==> config.mk <==
export PLATFORM = sky130hd
export DESIGN_NAME = contador_ctrl
export DESIGN_NICKNAME = d
export VERILOG_FILES = /design/src/rtl/contador_ctrl.sv
export SDC_FILE = /design/constraint.sdc
export NUM_CORES = 1
export LEC_CHECK = 0
export BUFFER_PORTS_ARGS = -buffer_cell sky130_fd_sc_hd__buf_2
export CAP_MARGIN = 20
export CELL_PAD_IN_SITES_DETAIL_PLACEMENT = 1
export CELL_PAD_IN_SITES_GLOBAL_PLACEMENT = 1
export CORE_ASPECT_RATIO = 0.75
export CORE_MARGIN = 1.5
export CORE_UTILIZATION = 40
export CTS_CLUSTER_DIAMETER = 30
export DETAILED_ROUTE_END_ITERATION = 6
export PLACE_DENSITY = 0.85
export SLEW_MARGIN = 20
export SYNTH_ARGS = -nofsm -noshare
export SYNTH_HDL_FRONTEND = slang
export SYNTH_SLANG_ARGS = --single-unit
==> constraint.sdc <==
create_clock -name clk -period 2.6 [get_ports clk]
set_input_delay 0.13 -clock clk [delete_from_list [all_inputs] [get_ports clk]]
set_output_delay 0.13 -clock clk [all_outputs]
set_load 0.1 [all_outputs]
==> src/rtl/contador_ctrl.sv <==
// Command sequencer for a 4-bit loadable counter: preload, count a number of wraps, report Q.
// Optional idle-cycle watchdog in LOAD/RUN is built only when CTRL_TIMEOUT_EN is defined.
module contador_ctrl #(
    parameter int TO_MAX = 200
) (
    input  logic       clk,
    input  logic       reset,
    input  logic       cmd_valid,
    output logic       cmd_ready,
    input  logic [1:0] cmd_mode,
    input  logic [3:0] cmd_D,
    input  logic [3:0] cmd_wraps,
    input  logic       abort,
    output logic       enable,
    output logic [1:0] mode,
    output logic [3:0] D,
    input  logic       load,
    input  logic       rco,
    input  logic [3:0] Q,
    output logic       busy,
    output logic       done,
    output logic [3:0] done_Q,
    output logic       err
);

    typedef enum logic [1:0] {IDLE, LOAD, RUN, DONE} state_t;

    state_t     state;
    logic [1:0] run_mode;
    logic [3:0] wraps;
    logic [4:0] wrap_cnt;
    logic [4:0] wrap_last;
    logic       timeout_hit;

    if (TO_MAX < 1 || TO_MAX > 255) begin : g_bad_to_max
        $error("contador_ctrl: TO_MAX must be in 1..255");
    end

    // A wraps field of zero means sixteen pulses, hence the 5-bit target.
    assign wrap_last = {(wraps == 4'd0), wraps} - 5'd1;

`ifdef CTRL_TIMEOUT_EN
    localparam logic [7:0] TO_LIMIT = 8'(TO_MAX - 1);

    logic [7:0] to_cnt;

    assign timeout_hit = (to_cnt == TO_LIMIT) && !abort &&
                         ((state == LOAD && !load) || (state == RUN && !rco));

    always_ff @(posedge clk or posedge reset) begin
        if (reset) begin
            to_cnt <= 8'd0;
            err    <= 1'b0;
        end else begin
            err <= timeout_hit;
            if (state == IDLE || state == DONE)
                to_cnt <= 8'd0;
            else if ((state == LOAD && load) || (state == RUN && rco))
                to_cnt <= 8'd0;
            else
                to_cnt <= to_cnt + 8'd1;
        end
    end
`else
    assign timeout_hit = 1'b0;
    assign err         = 1'b0;
`endif

    always_ff @(posedge clk or posedge reset) begin
        if (reset) begin
            state     <= IDLE;
            cmd_ready <= 1'b0;
            enable    <= 1'b0;
            mode      <= 2'b00;
            D         <= 4'd0;
            busy      <= 1'b0;
            done      <= 1'b0;
            done_Q    <= 4'd0;
            run_mode  <= 2'b00;
            wraps     <= 4'd0;
            wrap_cnt  <= 5'd0;
        end else begin
            done <= 1'b0;
            case (state)
                IDLE: begin
                    cmd_ready <= 1'b1;
                    if (cmd_valid && cmd_ready) begin
                        run_mode  <= cmd_mode;
                        wraps     <= cmd_wraps;
                        D         <= cmd_D;
                        mode      <= 2'b11;
                        enable    <= 1'b1;
                        busy      <= 1'b1;
                        cmd_ready <= 1'b0;
                        state     <= LOAD;
                    end
                end
                LOAD: begin
                    if (abort || timeout_hit) begin
                        enable    <= 1'b0;
                        busy      <= 1'b0;
                        cmd_ready <= 1'b1;
                        state     <= IDLE;
                    end else if (load) begin
                        if (run_mode == 2'b11) begin
                            enable <= 1'b0;
                            done   <= 1'b1;
                            state  <= DONE;
                        end else begin
                            mode     <= run_mode;
                            wrap_cnt <= 5'd0;
                            state    <= RUN;
                        end
                    end
                end
                RUN: begin
                    // Abort outranks a coinciding final rco.
                    if (abort || timeout_hit) begin
                        enable    <= 1'b0;
                        busy      <= 1'b0;
                        cmd_ready <= 1'b1;
                        state     <= IDLE;
                    end else if (rco) begin
                        wrap_cnt <= wrap_cnt + 5'd1;
                        if (wrap_cnt == wrap_last) begin
                            enable <= 1'b0;
                            done   <= 1'b1;
                            state  <= DONE;
                        end
                    end
                end
                DONE: begin
                    done_Q    <= Q;
                    busy      <= 1'b0;
                    cmd_ready <= 1'b1;
                    state     <= IDLE;
                end
                default: state <= IDLE;
            endcase
        end
    end

endmodule
=== After elaboration in Yosys (flattened, before gate mapping) ===
Cells that the tools add are included.

* $add $sub $neg: 2
* Multiply operators: 0
* Div/mod/pow operators: 0
* $lt $le $gt $ge: 0
* Eq/ne operators: 16
* Shift-type cells: 0
* Muxes and demuxes: 39
* Bitwise gates (word level): 0
* Reductions and logical operators: 13

{| class="wikitable"
|+ Operator list
! cell !! count
|-
| 2-to-1 mux 5 bit || 5
|-
| 2-to-1 mux 2 bit || 10
|-
| 2-to-1 mux 1 bit || 17
|-
| inequality test 2 bit, second input constant || 6
|-
| inequality test 3 bit, second input constant || 4
|-
| AND reduction 6 bit || 2
|-
| one-hot mux 5 bit (2 select lines) || 1
|-
| one-hot mux 1 bit (3 select lines) || 3
|-
| one-hot mux 2 bit (4 select lines) || 1
|-
| equality test 2 bit, second input constant || 3
|-
| adder 5 x 1 -> 5 bit, second input constant || 1
|-
| equality test 5 bit || 1
|-
| AND reduction 5 bit || 1
|-
| subtractor 5 x 1 -> 5 bit, second input constant || 1
|-
| logical NOT 4 bit || 1
|-
| one-hot mux 2 bit (2 select lines) || 1
|-
| AND reduction 2 bit || 2
|-
| AND reduction 4 bit || 1
|-
| nonzero test 2 bit || 2
|-
| nonzero test 3 bit || 1
|-
| equality test 2 x 1 -> 1 bit, second input constant || 1
|-
| logical NOT 2 bit || 1
|-
| inequality test 2 x 1 -> 1 bit, second input constant || 1
|-
| one-hot mux 1 bit (2 select lines) || 1
|-
| other kinds (2) || 2
|}

* Register bits after elaboration: 27
* Latch bits: 0
* RAM bits: 0
* Memory bits (read-only): 0
* Input port bits: 20
* Output and inout port bits: 15
* Logic and storage cells: 81
* Memories: 0

=== Depth between registers and ports, before layout ===
Gate-level depths: netlist of the first run.

* Word-level depth: 7
* Gate-level depth with buffers: 8
* Depth with buffers taken out: 7

=== Worst setup path after synthesis of the first run ===
Ideal clock, no wire load.

* Path type: register -> register
* Start point: reg cmd_ready
* End point: reg enable
* Setup time: 0.080 ns
* Arrival: 1.810 ns
* Required time: 2.520 ns
* Setup slack: 0.710 ns
* Stages on the path, launching flop included: 5
* Path buffers: 1
* Clock period less this slack: 1.890 ns
* Cell sequence: dfrtp_1 nand3_1 buf_1 nor3_1 a2bb2oi_1

* Word-level cells in the longest chain between the ends: 3

{| class="wikitable"
|+ Ends and longest elaborated chain
! item !! RTL line !! source
|-
| start: declaration || 9 || <nowiki>output logic cmd_ready,</nowiki>
|-
| start signal: assignment || 72 || <nowiki>cmd_ready <= 1'b0;</nowiki>
|-
| start signal: assignment || 86 || <nowiki>cmd_ready <= 1'b1;</nowiki>
|-
| start signal: assignment || 94 || <nowiki>cmd_ready <= 1'b0;</nowiki>
|-
| logical AND 1 bit || 87 || <nowiki>if (cmd_valid && cmd_ready) begin</nowiki>
|-
| inequality test 2 bit (no source line) || - ||
|-
| AND reduction 6 bit (no source line) || - ||
|-
| end signal: assignment || 92 || <nowiki>enable <= 1'b1;</nowiki>
|-
| end signal: assignment || 100 || <nowiki>enable <= 1'b0;</nowiki>
|-
| end signal: assignment || 106 || <nowiki>enable <= 1'b0;</nowiki>
|-
| end: declaration || 14 || <nowiki>output logic enable,</nowiki>
|}

Every way passes these cells.
A chain may end at the register's enable or synchronous reset.

=== Worst setup path after layout of the first run ===
* Start point: reg state[1]
* End point: reg wrap_cnt[4]

* Word-level cells in the longest chain between the ends: 3
* Elaborated cells on any way between the ends: 10
* Those cells by class: eq/ne: 7; mux: 1; reduce/logical: 2

{| class="wikitable"
|+ Ends and longest elaborated chain
! item !! RTL line !! source
|-
| start: declaration || 28 || <nowiki>state_t state;</nowiki>
|-
| start signal: assignment || 71 || <nowiki>state <= IDLE;</nowiki>
|-
| start signal: assignment || 95 || <nowiki>state <= LOAD;</nowiki>
|-
| start signal: assignment || 103 || <nowiki>state <= IDLE;</nowiki>
|-
| equality test 2 x 1 -> 1 bit or equality test 2 bit (tied branches) || 84 || <nowiki>case (state)</nowiki>
|-
| inequality test 2 bit (no source line) or nonzero test 2 bit (tied branches) || - ||
|-
| AND reduction 6 bit (no source line) || - ||
|-
| end signal: assignment || 124 || <nowiki>wrap_cnt <= wrap_cnt + 5'd1;</nowiki>
|-
| end: declaration || 31 || <nowiki>logic [4:0] wrap_cnt;</nowiki>
|}

Several ways; a longest one is shown, not always the timed one.

==> results by group, run 1 <==
Clocking
  – TritonCTS sink count: 27
  – Clock tree buffer depth: 2
  – CTS tree: yes
  – Root buffer cell: clkbuf_8
  – Number of post-CTS setup repair buffers: 0
  – Clk_lat worst skew: around 0.27 ns
  – TritonCTS buffer count: 3
  – CTS clk-pin slew, worst paths: 0.09 ns
  – Clock H-tree levels: 1

Synthesis
  – Sequential element share of the synthesized area: about half
  – Post-Synth XOR/XNOR Area: under 10%
  – Top FF cell, synth: dfrtp_1
  – FF+latch count, synth: 27
  – Synth Area in Compound Gates: a little over an eighth
  – Synth top area share: between 40% and 50%
  – Cells after Synth: 123
  – EDFF count, synth: 0
  – YS warnings: 0
  – Mux cell area share after synthesis: about an eighth
  – Top cells by area, synth: dfrtp_1 49%, mux2_2 12%, ha_1 5.4%
  – Post-Synth Simple-Gate Area: between 10 and 15%
  – Net Count, Synth: approximately 150
  – Yosys cell types: 33
  – Largest family of logic cells by synthesized area: compound AO/OA/AOI/OAI gates
  – Mean post-synth cell area: 11.2 um2
  – Post-Synth Adder-Cell Area: 5.44%
  – Yosys top cell by area: dfrtp_1
  – FFs w/ async S/R, synth: 100%
  – Syn Std Cell Area: roughly 1400 um2

Critical path
  – CP Data Arrival Time: 2.20 ns
  – CP required: 2.79 ns
  – Max FO, Critical Path: 9
  – Reg-to-reg setup timing slack: 0.60 ns
  – Crit end category: flip-flop
  – Critical path type: flip-flop to flip-flop
  – Startpoint types: flip-flop

Route
  – Post-route ant nets: 0
  – Drt first pass iters: 4
  – Wirelength per Cell: between 15 and 20 um
  – Vias/cell: roughly 5.3
  – Final wirelength: roughly 3.2 mm
  – Initial DRC count: 36
  – DRC errors left: 0
  – Vias: 1,042

STA
  – RSZ-0062 raised after global routing: false
  – Final min period: 2.00 ns
  – Final setup fails: 0
  – Final Slew Violations: 0
  – TNS Setup: 0 ns
  – Slew at the pin closest to its max-slew limit: ~0.99 ns
  – Min Hold Slack: about 0.08 ns
  – Achievable frequency: roughly 500 MHz
  – Final period util: 77.1%
  – Final Hold Vio Count: 0
  – Skew final: between 0.002 and 0.003 ns
  – Slew margin rel.: 33.7%

Placement
  – Dpl cell area: about 1600 um2
  – Port bufs: 33
  – DP Wirelength: about 2.4 mm
  – Global placer's final weighted congestion: 0.861

Layout
  – Layout cell share with drive strength beyond 1: 36.1%
  – Final nets: around 190
  – Synthesis-to-layout area growth: 18.3%
  – Fill cells: around 380
  – Inserted Diodes: 0
  – Final instance area: approximately 1600 um2

Die
  – Die outline width: 70.8 um
  – FP Rows: 18
  – IO Count: 35
  – Starting density of the core: a little over two fifths
  – Area of the core: between 3000 and 4000 um2
  – Die footprint: 3820 um2
  – Die height: about 54 um

Global routing
  – Overall global routing resource usage: roughly 18%
  – First-pass GRT wire length: approximately 5.3 mm
  – Vias in the first global route: between 1,000 and 1,500
  – Total gr overflow: 0
  – Initial antenna violation count: 0
  – Pin count of the biggest net entering global routing: 28

Min path
  – Hold Crit Class: input port to flip-flop

Run status
  – Outcome: finished, final reports clean

Flow run
  – # Max-Cap Violations: 0
## state kept, by name, indices dropped and copies added, names as in the netlist
name and flops:
wrap_cnt 5, D 4, done_Q 4, wraps 4, mode 2, run_mode 2
state 2, busy 1, cmd_ready 1, done 1, enable 1
## critical path, stage by stage (launching register included)
cell	delay, ns
dfrtp_1	0.40
inv_1	0.09
ha_1	0.30
nand2b_1	0.22
a221o_1	0.42
or2_4	0.29
o31ai_2	0.20
## cell usage after synthesis, drive strengths merged, types with 2 or more instances
library cell / number
dfrtp: 27
inv: 11
nand2: 7
a21oi: 5
nor2: 4
a31oi: 4
xnor2: 3
a21boi: 2
mux2: 15
nand2b: 7
o21ai: 5
nor3: 2
buf: 3
a2bb2oi: 2
ha: 6
nand3: 4
o22ai: 2
## cell usage in the layout (no fill, tap or decap)
master / n
a211o_1: 1
a211oi_2: 1
a21boi_0: 1
a21boi_2: 1
a21oi_1: 5
a221o_1: 1
a2bb2oi_1: 2
a31oi_1: 4
and2_1: 1
buf_2: 33
clkbuf_8: 3
clkinv_1: 1
clkinv_2: 1
conb_1: 1
dfrtp_1: 27
dlygate4sd3_1: 1
ha_1: 6
inv_1: 10
mux2_2: 15
nand2_1: 7
nand2b_1: 7
nand3_1: 4
nand4_1: 1
nor2_1: 4
nor2b_1: 1
nor3_1: 2
nor4_2: 1
o211ai_1: 1
o21a_1: 1
o21ai_1: 5
o22ai_1: 2
o31ai_2: 1
or2_4: 1
xnor2_1: 3
xor2_1: 1
xor3_1: 1
## metal layers
metal / routed length (um) / track usage [%] / share of wire (%)
met2: 1660 / 33.8 / 52
met1: 1370 / 21.4 / 43
met4: 46 / 6.60 / 1.4
met5: 0 / 0 / 0
met3: 120 / 4.49 / 3.8
## repair_timing
| action | 4_1_cts | 5_1_grt |
|---|---|---|
| gates resized for setup | 0 | 0 |
| hold buffers | 0 | 1 |
| endpoints found under the hold margin | 0 | 1 |
| endpoints found under the setup margin | 0 | 0 |
## path summary, 6_finish.rpt
| kind | from | endpoint | cells after the start |
|---|---|---|---|
| max | state[1] | wrap_cnt[4] | 6 |
| min reg2reg | D[1] | D[1] | 1 |
| max reg2reg | state[1] | wrap_cnt[4] | 6 |
| max in group asynchronous | reset | state[0] | 3 |
| min in group asynchronous | reset | D[2] | 3 |
| min | cmd_mode[0] | run_mode[0] | 2 |
## cells by family (layout without fill, tap and decap cells)
family	after synthesis	after routing
muxes	15	15
and+or+nand+nor	29	29
buffers and inverters	14	49
xor gates and xnor gates	5	5
adders and majority gates	6	6
DFF	27	27
AOI/OAI and AO/OA	26	26
other	1	1
## final cells by class
class | instances | area (um2) | share of cell area (%)
clock buffers | 3 | 41.3 | 2.53
flip-flops and latches | 27 | 676 | 41.4
well taps | 40 | 50.0 | 3.07
repair buffers | 34 | 175 | 10.7
inverters | 11 | 41.3 | 2.53
clock inverters | 1 | 5.00 | 0.307
multi-input cells | 82 | 644 | 39.5
## per-stage QoR
step | std cells | utilization, % | setup slack (ns)
2_1_floorplan | 123 | - | 0.710
3_3_place_gp | 193 | 47.9 | 0.695
3_5_place_dp | 193 | 47.9 | 0.656
4_1_cts | 197 | 49.4 | 0.594
5_1_grt | 198 | 49.7 | 0.498
6_report | 198 | 49.7 | 0.595
Power of run 1 is left out: the tool's default activity adds up to more than one toggle a clock period on the data nets, which glitch-free logic cannot reach.
==> inputs of run 2 (changes only) <==
--- a/config.mk
+++ b/config.mk
@@ -11,10 +11,10 @@
 export CELL_PAD_IN_SITES_GLOBAL_PLACEMENT = 1
 export CORE_ASPECT_RATIO = 0.75
 export CORE_MARGIN = 1.5
-export CORE_UTILIZATION = 40
+export CORE_UTILIZATION = 36
 export CTS_CLUSTER_DIAMETER = 30
 export DETAILED_ROUTE_END_ITERATION = 6
-export PLACE_DENSITY = 0.85
+export PLACE_DENSITY = 0.81
 export SLEW_MARGIN = 20
 export SYNTH_ARGS = -nofsm -noshare
 export SYNTH_HDL_FRONTEND = slang
==> constraint.sdc (replaced) <==
create_clock -name clk -period 1.7 [get_ports clk]
set_input_delay 0.085 -clock clk [delete_from_list [all_inputs] [get_ports clk]]
set_output_delay 0.085 -clock clk [all_outputs]
set_load 0.1 [all_outputs]
==> results by group, run 2 (synthesized netlist as in run 1, its figures left out) <==
Run status
  – Outcome: finished with violations
  – Failing checks: setup timing

Global routing
  – Overall global routing resource usage: 19.3% (+0.94 points)
  – Pin count of the biggest net entering global routing: 28 (unchanged)
  – Total gr overflow: 0 (unchanged)
  – Vias in the first global route: 1,295 (+16%)
  – First-pass GRT wire length: 6.12 mm (+17%)
  – Initial antenna violation count: 0 (unchanged)

Critical path
  – Crit end category: flip-flop
  – CP required: 1.86 ns (-0.93 ns)
  – Startpoint types: flip-flop
  – Max FO, Critical Path: 3 (-6)
  – CP Data Arrival Time: 2.02 ns (-0.18 ns)
  – Critical path type: flip-flop to flip-flop
  – Reg-to-reg setup timing slack: -0.16 ns (-0.76 ns)

Layout
  – Multi-input gate area: 772 um2 (+20%)
  – Post-Layout Cell Count: 225 (+14%)
  – Storage cell area: 677 um2 (+0.19%)
  – Final Util: 51.7% (+2.0 points)
  – Fill cells: 418 (+8.9%)
  – Final nets: 200 (+8.1%)
  – Largest register FFs: 5 (unchanged)
  – Most flop-heavy register: wrap_cnt
  – Synthesis-to-layout area growth: 37.1%
  – Commonest non-fill, non-tap cell in the layout: buf_2
  – Inserted Diodes: 0 (unchanged)
  – Most frequent cells in the layout: 33 x buf_2, 26 x dfrtp_1, 15 x mux2_2, 15 x buf_4
  – Layout cell share with drive strength beyond 1: 51.4% (+15 points)

Clocking
  – Clk_lat worst skew: 0.28 ns (about the same)
  – Clock H-tree levels: 1 (unchanged)
  – TritonCTS buffer count: 3 (unchanged)
  – Clock tree buffer depth: 2 (unchanged)
  – Root buffer cell: clkbuf_8
  – CTS clk-pin slew, worst paths: 0.10 ns (about the same)
  – CTS tree: yes
  – TritonCTS sink count: 27 (unchanged)

Route
  – Routed wl met3: 225 um (+88%)
  – Post-route ant nets: 0 (unchanged)
  – Vias/cell: 4.98 (-5.3%)
  – DRC errors left: 0 (unchanged)
  – Initial DRC count: 63 (+75%)
  – Max Used Layer: met3
  – Met2 routed WL: 1.87 mm (+13%)
  – Drt first pass iters: 4 (unchanged)
  – Metal-1 WL: 1.53 mm (+12%)
  – Wirelength per Cell: 16.1 um (-0.17%)
  – Final wirelength: 3.63 mm (+13%)
  – Vias: 1,121 (+7.6%)

STA
  – Min Hold Slack: 0.0297 ns (-0.0500 ns)
  – Final worst slack: -0.164 ns (-0.759 ns)
  – Achievable frequency: 537 MHz (+7.6%)
  – TNS Setup: -0.376 ns (-0.376 ns)
  – Final Slew Violations: 0 (unchanged)
  – Final min period: 1.86 ns (-0.141 ns)
  – Final period util: 110% (+33 points)
  – RSZ-0062 raised after global routing: true
  – Final setup fails: 3 (+3)
  – Skew final: 0.00322 ns (+0.000613 ns)
  – Final Hold Vio Count: 0 (unchanged)

Placement
  – Placed instance count: 215 (+11%)
  – Global placer's final weighted congestion: 0.925 (+7.5%)
  – DP Wirelength: 2.63 mm (+8.0%)
  – Port bufs: 33 (unchanged)

Die
  – FP Rows: 19 (+1)
  – Starting density of the core: 37.7% (-4.3 points)
  – Die footprint: 4220 um2 (+11%)
  – Area of the core: 3660 um2 (+11%)
  – Die outline width: 74.5 um (+5.2%)
  – IO Count: 35 (unchanged)
  – Die height: 56.6 um (+5.1%)

Flow run
  – # Max-Cap Violations: 0 (unchanged)

Min path
  – Hold Crit Class: input port to flip-flop
## run 2: path summary, 6_finish.rpt
kind                         startpoint     endpoint  cells after the start
max reg2reg                    wraps[0]     state[1]                      7
min reg2reg                 wrap_cnt[4]  wrap_cnt[4]                      1
min in group asynchronous         reset         D[1]                      4
max in group asynchronous         reset    cmd_ready                      4
max                            wraps[0]     state[1]                      7
min                        cmd_wraps[2]     wraps[2]                      2
## run 2: cell type report
cell class              instances  share of cell area [%]
clock buffers                   3                    2.18
clock inverters                 1                   0.397
inverters                      11                    2.18
multi-input cells              82                    40.8
flip-flops and latches         27                    35.8
well taps                      52                    3.44
repair buffers                 49                    15.2
## run 2: routing by layer
metal	up-vias	global-route usage, %
met5	-	0
met4	0	4.68
met3	0	4.85
met2	45	32.9
met1	548	24.4
li1	528	-
## run 2: timing repair
action                                  4_1_cts  5_1_grt
setup buffers                                 4        2
hold buffers                                  1        0
gates cloned                                  0        0
resized for setup                             4       13
endpoints found under the setup margin        6       20
pin swaps                                     3        4
hold endpoints to repair                     27        0
## run 2: worst max-delay path, cell delays in order (launching register included)
cell	delay, ns
dfrtp_1	0.42
inv_2	0.08
ha_4	0.21
xnor2_4	0.13
nor4_4	0.28
a21oi_2	0.13
a211oi_2	0.34
o22ai_1	0.14
## run 2: stage by stage
stage	worst slack (ns)	cell area, um2
3_5_place_dp	-0.0804	1690
5_1_grt	-0.218	1890
4_1_cts	-0.00564	1810
6_report	-0.164	1890
2_1_floorplan	-0.0338	1410
3_3_place_gp	-0.00656	1690
Power of run 2 is left out for the same reason.
==> inputs of run 3 (changes only) <==
==> constraint.sdc (replaced) <==
create_clock -name clk -period 1.5 [get_ports clk]
set_input_delay 0.075 -clock clk [delete_from_list [all_inputs] [get_ports clk]]
set_output_delay 0.075 -clock clk [all_outputs]
set_load 0.1 [all_outputs]
==> results by group, run 3 (synthesized netlist as in run 1, its figures left out) <==
Die
  – IO Count: 35 (unchanged)
  – Die outline width: 74.5 um (unchanged)
  – Area of the core: 3660 um2 (unchanged)
  – Die footprint: 4220 um2 (unchanged)
  – Starting density of the core: 37.7% (unchanged)
  – FP Rows: 19 (unchanged)
  – Die height: 56.6 um (unchanged)

Route
  – Vias/cell: 4.98 (about the same)
  – Wirelength per Cell: 19.1 um (+18%)
  – Max Used Layer: met4
  – Met2 routed WL: 2.37 mm (+27%)
  – Initial DRC count: 45 (-29%)
  – Vias: 1,196 (+6.7%)
  – Final wirelength: 4.58 mm (+26%)
  – Drt first pass iters: 4 (unchanged)
  – Post-route ant nets: 0 (unchanged)
  – Metal-1 WL: 1.97 mm (+28%)
  – Routed wl met3: 144 um (-36%)
  – DRC errors left: 0 (unchanged)

Layout
  – Layout cell share with drive strength beyond 1: 58.0% (+6.5 points)
  – Final nets: 215 (+7.5%)
  – Commonest non-fill, non-tap cell in the layout: buf_2
  – Synthesis-to-layout area growth: 50.6%
  – Largest register FFs: 5 (unchanged)
  – Most frequent cells in the layout: 33 x buf_2, 26 x dfrtp_1, 23 x buf_4
  – Most flop-heavy register: wrap_cnt
  – Inserted Diodes: 0 (unchanged)
  – Post-Layout Cell Count: 240 (+6.7%)

Clocking
  – Clock H-tree levels: 1 (unchanged)
  – TritonCTS sink count: 27 (unchanged)
  – CTS tree: yes
  – Clock tree buffer depth: 2 (unchanged)
  – CTS clk-pin slew, worst paths: 0.09 ns (about the same)
  – Root buffer cell: clkbuf_8
  – TritonCTS buffer count: 3 (unchanged)
  – Clk_lat worst skew: 0.29 ns (about the same)

Placement
  – Port bufs: 33 (unchanged)
  – Placed instance count: 229 (+6.5%)
  – Global placer's final weighted congestion: 0.886 (-4.2%)
  – DP Wirelength: 2.75 mm (+4.5%)

STA
  – Final Hold Vio Count: 0 (unchanged)
  – Final worst slack: -0.253 ns (-0.0893 ns)
  – Final setup fails: 23 (+20)
  – Achievable frequency: 570 MHz (+6.3%)
  – Skew final: 0.00261 ns (-0.000613 ns)
  – RSZ-0062 raised after global routing: true
  – Final min period: 1.75 ns (-0.111 ns)
  – Final Slew Violations: 0 (unchanged)
  – Final period util: 117% (+7.2 points)

Global routing
  – Overall global routing resource usage: 25.0% (+5.7 points)
  – Pin count of the biggest net entering global routing: 28 (unchanged)
  – First-pass GRT wire length: 7.47 mm (+22%)
  – Total gr overflow: 0 (unchanged)
  – Vias in the first global route: 1,385 (+6.9%)
  – Initial antenna violation count: 0 (unchanged)

Critical path
  – CP required: 1.67 ns (-0.19 ns)
  – Max FO, Critical Path: 3 (unchanged)
  – Crit end category: flip-flop
  – Critical path type: flip-flop to flip-flop
  – Startpoint types: flip-flop
  – CP Data Arrival Time: 1.93 ns (-0.09 ns)

Flow run
  – # Max-Cap Violations: 0 (unchanged)

Run status
  – Failing checks: setup timing
  – Outcome: finished with violations

Min path
  – Hold Crit Class: input port to flip-flop
run 3: layer usage:
| layer | vias up | global-route usage [%] |
|---|---|---|
| met3 | 7 | 5.57 |
| met4 | 0 | 11.9 |
| met1 | 606 | 31.3 |
| li1 | 557 | - |
| met2 | 26 | 40.7 |
| met5 | - | 0 |
run 3: per-stage QoR:
stage / setup slack, ns / hold slack (ns) / util [%] / setup TNS, ns / cell area, um2
after floorplan: -0.234 / 0.128 / - / -1.10 / 1420
after global placement: -0.145 / 0.146 / 49.1 / -1.32 / 1800
after detailed placement: -0.232 / 0.163 / 49.1 / -2.75 / 1800
after CTS: -0.200 / 0.0177 / 56.4 / -1.77 / 2070
after global routing: -0.368 / 0.00591 / 56.8 / -4.35 / 2080
final: -0.253 / 0.0123 / 56.8 / -2.53 / 2080
run 3: layout make-up:
type | count | area, um2
fill | 395 | 1580
multi-input combinational | 82 | 823
sequential | 27 | 677
timing repair buffer | 64 | 427
tap | 52 | 65.1
clock buffer | 4 | 45.0
inverter | 11 | 41.3
run 3: timing repair:
item                                    in CTS  in global routing
endpoints found under the hold margin       27                  0
gates resized for setup                     39                  1
endpoints found under the setup margin      23                 23
hold buffers                                 1                  0
buffers inserted                             5                  1
pin swaps                                   11                  4
cloned                                       1                  0
run 3: worst paths after layout:
| path | from | end | slack [ns] | depth (start not counted) |
|---|---|---|---|---|
| setup / recovery | wraps[1] | state[1] | -0.25 | 7 |
| max in group asynchronous | reset | cmd_ready | 0.82 | 4 |
| min in group asynchronous | reset | run_mode[1] | 0.39 | 4 |
| setup reg to reg | wraps[1] | state[1] | -0.25 | 7 |
| hold / removal | cmd_wraps[3] | wraps[3] | 0.01 | 2 |
| hold reg to reg | done_Q[2] | done_Q[2] | 0.52 | 1 |
run 3: critical path, cell delays in order, from the launching register on:
cell and delay [ns]:
dfrtp_1 0.42, inv_2 0.09, ha_4 0.12, xor3_1 0.24
nor4_4 0.28, a21oi_2 0.12, a211oi_2 0.25, o22ai_1 0.12
Power of run 3 is left out for the same reason.
